$ cat src/rtl/imem_pkg.sv
`default_nettype none
// ============================================================================
// Module   : imem_pkg
// Brief    : Shared state type, constants and helpers for imem_sync_loadable.
// Revision : 1.0
// ============================================================================
package imem_pkg;

  typedef enum logic [0:0] {
    RUN  = 1'b0,
    LOAD = 1'b1
  } state_t;

  localparam logic [31:0] NOP_DEFAULT  = 32'h0000_0000;
  localparam int          PARITY_MAX_W = 64;

  // Even parity: the stored bit makes the total count of ones even.
  function automatic logic even_parity(input logic [PARITY_MAX_W-1:0] data);
    return ^data;
  endfunction

  function automatic int pc_width(input int addr_w);
    return addr_w + 2;
  endfunction

endpackage
`default_nettype wire

$ cat src/rtl/imem_load_ctrl.sv
`default_nettype none
// ============================================================================
// Module   : imem_load_ctrl
// Brief    : RUN/LOAD sequencer, write counter and loader handshake.
// Revision : 1.0
// ============================================================================
module imem_load_ctrl
  import imem_pkg::*;
#(
  parameter int DEPTH  = 32,
  parameter int ADDR_W = 5
) (
  input  logic              CLK,
  input  logic              RST_N,
  input  logic              load_start,
  input  logic              load_valid,
  output logic              load_ready,
  output logic              load_done,
  output logic              busy,
  output logic              run_fetch,
  output logic              wr_en,
  output logic [ADDR_W-1:0] wr_addr
);

  localparam logic [ADDR_W-1:0] LAST_IDX = ADDR_W'(DEPTH - 1);

  state_t            state;
  state_t            state_nxt;
  logic [ADDR_W-1:0] cnt;
  logic [ADDR_W-1:0] cnt_nxt;
  logic              done_nxt;

  always_ff @(posedge CLK or negedge RST_N) begin
    if (!RST_N) begin
      state     <= RUN;
      cnt       <= '0;
      load_done <= 1'b0;
    end else begin
      state     <= state_nxt;
      cnt       <= cnt_nxt;
      load_done <= done_nxt;
    end
  end

  always_comb begin
    state_nxt  = state;
    cnt_nxt    = cnt;
    done_nxt   = 1'b0;
    wr_en      = 1'b0;
    load_ready = 1'b0;
    busy       = 1'b0;
    run_fetch  = 1'b0;
    case (state)
      RUN: begin
        // A load request steals the cycle from fetch.
        if (load_start) begin
          state_nxt = LOAD;
          cnt_nxt   = '0;
        end else begin
          run_fetch = 1'b1;
        end
      end
      LOAD: begin
        load_ready = 1'b1;
        busy       = 1'b1;
        if (load_valid) begin
          wr_en = 1'b1;
          if (cnt == LAST_IDX) begin
            state_nxt = RUN;
            done_nxt  = 1'b1;
            cnt_nxt   = '0;
          end else begin
            cnt_nxt = cnt + ADDR_W'(1);
          end
        end
      end
      default: state_nxt = RUN;
    endcase
  end

  assign wr_addr = cnt;

endmodule
`default_nettype wire

$ cat src/rtl/imem_sync_loadable.sv
`default_nettype none
// ============================================================================
// Module   : imem_sync_loadable
// Brief    : Registered-read instruction memory with stall/flush, address
//            error flag and sequential loader. IMEM_PARITY_EN adds parity_err.
// Revision : 1.0
// ============================================================================
module imem_sync_loadable
  import imem_pkg::*;
#(
  parameter int                DATA_W   = 32,
  parameter int                DEPTH    = 32,
  parameter int                ADDR_W   = 5,
  parameter logic [DATA_W-1:0] NOP_WORD = DATA_W'(NOP_DEFAULT)
) (
  input  logic                         CLK,
  input  logic                         RST_N,
  input  logic [pc_width(ADDR_W)-1:0]  pc,
  input  logic                         fetch_en,
  input  logic                         flush,
  output logic [DATA_W-1:0]            instr,
  output logic                         instr_valid,
  output logic                         addr_err,
`ifdef IMEM_PARITY_EN
  output logic                         parity_err,
`endif
  input  logic                         load_start,
  input  logic                         load_valid,
  input  logic [DATA_W-1:0]            load_data,
  output logic                         load_ready,
  output logic                         load_done,
  output logic                         busy
);

  localparam logic [ADDR_W:0] DEPTH_LIM = (ADDR_W+1)'(DEPTH);

  logic              run_fetch;
  logic              wr_en;
  logic [ADDR_W-1:0] wr_addr;
  logic [ADDR_W-1:0] rd_idx;
  logic              misaligned;
  logic              in_range;
  logic [DATA_W-1:0] mem [DEPTH];

  imem_load_ctrl #(
    .DEPTH  (DEPTH),
    .ADDR_W (ADDR_W)
  ) u_load_ctrl (
    .CLK        (CLK),
    .RST_N      (RST_N),
    .load_start (load_start),
    .load_valid (load_valid),
    .load_ready (load_ready),
    .load_done  (load_done),
    .busy       (busy),
    .run_fetch  (run_fetch),
    .wr_en      (wr_en),
    .wr_addr    (wr_addr)
  );

  assign rd_idx     = pc[ADDR_W+1:2];
  assign misaligned = |pc[1:0];
  // No aliasing: indices past the populated depth are errors.
  assign in_range   = ({1'b0, rd_idx} < DEPTH_LIM);

  always_ff @(posedge CLK) begin
    if (wr_en) begin
      mem[wr_addr] <= load_data;
    end
  end

  always_ff @(posedge CLK or negedge RST_N) begin
    if (!RST_N) begin
      instr       <= NOP_WORD;
      instr_valid <= 1'b0;
      addr_err    <= 1'b0;
    end else if (!run_fetch || flush) begin
      instr       <= NOP_WORD;
      instr_valid <= 1'b0;
      addr_err    <= 1'b0;
    end else if (fetch_en) begin
      if (misaligned || !in_range) begin
        instr       <= NOP_WORD;
        instr_valid <= 1'b0;
        addr_err    <= 1'b1;
      end else begin
        instr       <= mem[rd_idx];
        instr_valid <= 1'b1;
        addr_err    <= 1'b0;
      end
    end
  end

`ifdef IMEM_PARITY_EN
  logic                    par_mem [DEPTH];
  logic [PARITY_MAX_W-1:0] wr_ext;
  logic [PARITY_MAX_W-1:0] rd_ext;
  logic                    par_bad;

  always_comb begin
    wr_ext               = '0;
    wr_ext[DATA_W-1:0]   = load_data;
    rd_ext               = '0;
    rd_ext[DATA_W-1:0]   = mem[rd_idx];
  end

  always_ff @(posedge CLK) begin
    if (wr_en) begin
      par_mem[wr_addr] <= even_parity(wr_ext);
    end
  end

  assign par_bad = (par_mem[rd_idx] != even_parity(rd_ext));

  always_ff @(posedge CLK or negedge RST_N) begin
    if (!RST_N) begin
      parity_err <= 1'b0;
    end else if (!run_fetch || flush) begin
      parity_err <= 1'b0;
    end else if (fetch_en) begin
      parity_err <= !misaligned && in_range && par_bad;
    end
  end
`endif

endmodule
`default_nettype wire

$ cat config.mk
export PLATFORM = sky130hd
export DESIGN_NAME = imem_sync_loadable
export DESIGN_NICKNAME = d
export VERILOG_FILES = /design/src/rtl/imem_pkg.sv /design/src/rtl/imem_load_ctrl.sv /design/src/rtl/imem_sync_loadable.sv
export SDC_FILE = /design/constraint.sdc
export NUM_CORES = 1
export LEC_CHECK = 0
export CORE_MARGIN = 1
export CORE_UTILIZATION = 49
export CTS_CLUSTER_DIAMETER = 150
export CTS_CLUSTER_SIZE = 24
export DETAILED_ROUTE_END_ITERATION = 6
export HOLD_SLACK_MARGIN = 0.03
export PLACE_DENSITY = 0.75
export SYNTH_ARGS = -nofsm -noshare
export SYNTH_HDL_FRONTEND = slang
export SYNTH_SLANG_ARGS = --single-unit
$ cat constraint.sdc
create_clock -name CLK -period 3.6 [get_ports CLK]
set_input_delay 0.72 -clock CLK [delete_from_list [all_inputs] [get_ports CLK]]
set_output_delay 0.72 -clock CLK [all_outputs]
set_load 0.05 [all_outputs]
==> results of run 1 <==
## routing by layer
| metal | up-vias | track usage | share of wire |
|---|---|---|---|
| met2 | 993 | 0.385 | 0.50 |
| met1 | 11000 | 0.312 | 0.39 |
| met4 | 4 | 0.0727 | 0.032 |
| met5 | - | 0 | 0.00023 |
| met3 | 178 | 0.0346 | 0.078 |
| li1 | 8662 | - | - |
## where the power goes
| part | total [mW] | switching, mW | internal, mW |
|---|---|---|---|
| Clock | 6.36 | 3.65 | 2.71 |
| Combinational | 2.35 | 1.57 | 0.787 |
| Sequential | 14.4 | 0.184 | 14.2 |
| Total | 23.1 | 5.40 | 17.7 |
## worst min-delay path by stage
stage,start,end,slack [ns],cells after the start
6_report,RST_N,addr_err,0.25,1
5_1_grt,RST_N,addr_err,0.27,1
4_1_cts,RST_N,addr_err,0.25,1
3_5_place_dp,instr_valid,instr_valid,0.48,2
3_3_place_gp,instr_valid,instr_valid,0.48,2
2_1_floorplan,RST_N,addr_err,0.42,0
## state kept, by name, indices dropped and copies added, names as in the netlist
name and flops:
instr_valid 1, u_load_ctrl.wr_addr 5, instr 32, mem 1024, addr_err 1, u_load_ctrl.state 1
u_load_ctrl.load_done 1
## cell type report
class | instances | share of cell area
clock buffers | 87 | 0.0308
clock inverters | 3 | 0.000985
inverters | 4 | 0.000328
multi-input cells | 862 | 0.201
flip-flops and latches | 1065 | 0.695
well taps | 1134 | 0.0310
repair buffers | 199 | 0.0412
## Yosys cell counts
cell | n | area share
nor2b_1 | 34 | 0.0051
or4_1 | 1 | 0.00018
ha_1 | 5 | 0.0015
o21ai_0 | 3 | 0.00036
clkbuf_1 | 69 | 0.0063
buf_4 | 19 | 0.0034
nand2b_1 | 2 | 0.00030
buf_1 | 1 | 0.000090
o41ai_2 | 21 | 0.0082
buf_12 | 1 | 0.00048
nand3_1 | 11 | 0.0013
inv_1 | 4 | 0.00036
nor2_1 | 39 | 0.0035
mux2i_1 | 196 | 0.047
buf_2 | 16 | 0.0019
a221oi_2 | 10 | 0.0036
a32o_1 | 1 | 0.00024
a21oi_1 | 95 | 0.011
mux4_2 | 128 | 0.070
edfxtp_1 | 1024 | 0.74
o31ai_1 | 3 | 0.00054
and2_0 | 1 | 0.00015
a211oi_1 | 31 | 0.0056
or3_1 | 2 | 0.00030
buf_8 | 5 | 0.0018
mux2_2 | 86 | 0.023
clkbuf_4 | 2 | 0.00036
a22oi_1 | 65 | 0.012
a221oi_1 | 21 | 0.0044
nand3b_1 | 1 | 0.00018
and3_1 | 2 | 0.00030
mux2_4 | 10 | 0.0036
o41ai_1 | 10 | 0.0021
buf_6 | 12 | 0.0033
o22ai_1 | 33 | 0.0050
dfrtp_1 | 41 | 0.025
nor4_1 | 2 | 0.00030
nand2_1 | 47 | 0.0043
a22o_1 | 2 | 0.00042
## logic make-up (layout without fill, tap and decap cells)
| kind of cell | after synthesis | in the layout | share of synthesized area |
|---|---|---|---|
| simple gates | 142 | 142 | 0.0160 |
| compound gates | 295 | 295 | 0.0538 |
| flops | 1065 | 1065 | 0.767 |
| fa+ha+maj | 5 | 5 | 0.00151 |
| buf+inv | 129 | 293 | 0.0180 |
| mux | 420 | 420 | 0.144 |
## through the flow
step	worst slack [ns]	hold WS [ns]	power, mW	std cells	utilization
after global placement	0.666	0.481	16.9	3264	0.529
after CTS	0.558	0.251	23.2	3354	0.547
after detailed placement	0.560	0.481	17.0	3264	0.529
final	0.568	0.253	23.1	3354	0.547
after floorplan	0.336	0.424	15.9	2056	-
after global routing	0.489	0.274	23.8	3354	0.547
==> impl_metrics.toml, run 1 <==
[worst_setup_path]
ff2ff_setup_slack_ns = 1.19
crit_fanout = 19
cp_slowest_stage_delay_ns = 0.93
path_depth = 1
crit_required_ns = 2.88
path_cells = "clkdlybuf4s50_1"
r2r-start = "u_load_ctrl.state"
endpoint = "busy"
cp.arrival_ns = 2.31
worstRegToRegCells = 3
cp_top_family = "buffers and inverters"
slowest_stage = "clkdlybuf4s50_1"
critPathBufInv = 1
critPathKind = "reg -> out"
r2r_end = "instr[30]"
cp-end-kind = "primary output"
cp-start-kind = "flip-flop"
critPathLaunch = "u_load_ctrl.state"

[cts]
cts_buffers = 50
cts_hold_buf = 0
ctsResizeCount = 0
insertion_delay_ns = 0.65
clk_pin_slew_ns = 0.10
postCtsSetupRepairBufs = 0
htree_levels = 2
cts_tree = "built"
numClockSinks = 1065
cts.path.max_buffers = 3
clockRootBuffer = "clkbuf_16"

[sta]
clock.fmax_mhz = 330
setup-violations-final = 0
fin_crit_sh = 0.842
rsz0062_at_grt = "no"
fin_setup_tns_ns = 0
hold_violations = 0
fin_crit_ns = 3.03
worstMarginPinSlew_ns = 1.21
clock-skew-final_ns = 0.0420
slew_headroom = 0.192
finalMaxSlewViolations = 0

[finish]
final_cell_area_um2 = 45700
antenna_cells = 0
layout_common_cells = "1024 x edfxtp_1, 196 x mux2i_1, 128 x mux4_2, 103 x buf_4, 95 x a21oi_1"
ff_latch_area_um2 = 31800
fillCellCount = 6139
layout-area-overhead-vs-synth_pct = 10.4
multi_input_area_um2 = 9200
final_common_cell = "edfxtp_1"
final_layout_size_suffix_gt1_frac = 0.214
nets = 2232

[global_route]
grt_pass1_vias = 21200
grt_pass1_wl_um = 143000
grt_max_degree = 49
gr-usage-all-layers = 0.230
antenna_found_initial = 3
overflow = 0

[drt]
drcViolationCount = 0
drtAntennaViolNets = 0
vias = 20800
via_per_inst = 6.21
wirelength_um = 97900
drt_iter0_drc = 2416
wl_per_cell_um = 29.2
dr.pass1.iters = 7

[logic_synthesis]
syn_area_um2 = 41400
synth_cells = 2056
avgSynthCellArea_um2 = 20.2
synth.ff_latch_count = 1065
yosysSeqAreaShare = 0.767
yosys_warnings = 0
synth_nets = 2106
synth_cell_types = 39

[placed_design]
gp_congestion = 0.808
dp_hpwl_um = 57800
portBuffers = 81
place_area_um2 = 44300

[die]
die_y_um = 293
dieArea_um2 = 85700
design.core.area_um2 = 83700
start_util = 0.495
fp-row-count = 106
ios = 82
die_w_um = 293

[hold_path]
min_path_type = "in -> async"

[pwr]
power.density_nw_per_um2 = 506
vdd_drop_max_mv = 0.378
power.leakage_nw = 14.8

[status]
outcome = "complete, no violations"

[run]
drv_cap = 0
Note: power is estimated with default switching activity, not from simulation.
==> inputs of run 2 (changes only) <==
--- a/config.mk
+++ b/config.mk
@@ -11,7 +11,7 @@
 export CTS_CLUSTER_SIZE = 24
 export DETAILED_ROUTE_END_ITERATION = 6
 export HOLD_SLACK_MARGIN = 0.03
-export PLACE_DENSITY = 0.75
+export PLACE_DENSITY = 0.78
 export SYNTH_ARGS = -nofsm -noshare
 export SYNTH_HDL_FRONTEND = slang
 export SYNTH_SLANG_ARGS = --single-unit
==> constraint.sdc (replaced) <==
create_clock -name CLK -period 2.5 [get_ports CLK]
set_input_delay 0.5 -clock CLK [delete_from_list [all_inputs] [get_ports CLK]]
set_output_delay 0.5 -clock CLK [all_outputs]
set_load 0.05 [all_outputs]
==> impl_metrics.toml, run 2 (synthesized netlist as in run 1, its figures left out) <==
[status]
outcome = "complete, no violations"

[die]
fp-row-count = 106
ios = 82
die_y_um = 293
start_util = 0.495
dieArea_um2 = 85700
die_w_um = 293
design.core.area_um2 = 83700

[drt]
dr.pass1.iters = 5
via_per_inst = 6.29
wirelength_um = 101000
vias = 21600
drt_iter0_drc = 2544
wl_per_cell_um = 29.3
drcViolationCount = 0
drtAntennaViolNets = 0

[placed_design]
gp_congestion = 0.824
place_area_um2 = 45600
dpl.cell_count = 3343
dp_slack_ns = -0.0275
dp_hpwl_um = 59700
portBuffers = 81

[pwr]
power.leakage_nw = 15.4
vdd_drop_max_mv = 0.620
finalPower_mw = 33.7
power.density_nw_per_um2 = 716

[sta]
clock-skew-final_ns = 0.0216
fin_setup_tns_ns = 0
setup-violations-final = 0
rsz0062_at_grt = "no"
fin_crit_ns = 2.44
slew_headroom = 0.319
hold_violations = 0
hold_slack_ns = 0.322
finalMaxSlewViolations = 0
fin_crit_sh = 0.977
worstMarginPinSlew_ns = 1.02
setup_ws_ns = 0.0571
clock.fmax_mhz = 409

[finish]
layout-area-overhead-vs-synth_pct = 13.6
final_cell_area_um2 = 47100
regMostFlops = "mem"
antenna_cells = 0
utilization = 0.563
fillCellCount = 5919
nets = 2312
largest_register_ffs = 1024
final_layout_size_suffix_gt1_frac = 0.240
layout_common_cells = "1024 x edfxtp_1, 196 x mux2i_1, 128 x mux4_2, 126 x buf_4, 95 x a21oi_1"
final_common_cell = "edfxtp_1"
final_cells = 3437

[worst_setup_path]
cp-start-kind = "flip-flop"
cp_top_family = "buffers and inverters"
cp_slowest_stage_delay_ns = 0.85
cp-end-kind = "primary output"
r2r-start = "u_load_ctrl.wr_addr[2]"
critPathBufInv = 1
ff2ff_setup_slack_ns = 0.46
r2r_end = "mem[12][17]"
critPathKind = "reg -> out"
path_cells = "clkdlybuf4s50_1"
worstRegToRegCells = 4
slowest_stage = "clkdlybuf4s50_1"
crit_required_ns = 2.00
crit_fanout = 2
cp.arrival_ns = 1.94

[cts]
cts_tree = "built"
cts.path.max_buffers = 3
clockRootBuffer = "clkbuf_16"
htree_levels = 2
postCtsSetupRepairBufs = 0
insertion_delay_ns = 0.64
cts_buffers = 50
clk_pin_slew_ns = 0.09
numClockSinks = 1065

[global_route]
overflow = 0
grt_max_degree = 43
grt_pass1_vias = 21400
gr-usage-all-layers = 0.235
antenna_found_initial = 0
grt_pass1_wl_um = 145000

[hold_path]
min_path_type = "in -> async"

[run]
drv_cap = 0
-- run 2: changes by cell type in the layout (fill, tap and decap cells not counted), sizes merged --
cell and delta:
buf +79, clkdlybuf4s50 -6, dlymetal6s2s +1, clkbuf +5
dlygate4sd3 +1, dlygate4sd2 +5, inv -2
-- run 2: what timing repair did --
| item | in CTS | in global routing |
|---|---|---|
| cloned | 0 | 0 |
| setup endpoints to repair | 5 | 1 |
| hold buffers | 1 | 0 |
| gates resized for setup | 5 | 1 |
| endpoints found under the hold margin | 13 | 0 |
-- run 2: worst max path at each step --
stage	startpoint	endpoint	slack, ns	cells after the start
floorplan	u_load_ctrl.state	mem[20][0]	-0.46	3
global placement	pc[1]	instr[31]	0.03	6
detailed placement	pc[2]	instr[0]	-0.03	9
CTS	instr[28]	instr[28]	0.001	1
global route	instr[28]	instr[28]	0.01	1
finish	instr[18]	instr[18]	0.06	1
-- run 2: where the power goes --
group | internal, mW | switching [mW] | total, mW
Clock | 4.03 | 5.25 | 9.27
Sequential | 20.5 | 0.241 | 20.7
Combinational | 1.36 | 2.34 | 3.71
-- run 2: cell type report --
cell class                      instances  area (µm²)  share of cell area
Inverter                                4        15.0            0.000319
Sequential cell                      1065       31800               0.675
Multi-Input combinational cell        862        9200               0.195
Timing Repair Buffer                  279        3190              0.0677
Clock buffer                           92        1470              0.0313
Clock inverter                          1        16.3            0.000345
Tap cell                             1134        1420              0.0301
-- run 2: per-layer routing --
layer / vias up / share of wire / GRT usage
li1: 8842 / - / -
met1: 11400 / 0.38 / 0.323
met2: 1179 / 0.50 / 0.395
met3: 164 / 0.089 / 0.0322
met4: 0 / 0.028 / 0.0664
met5: - / 0 / 0
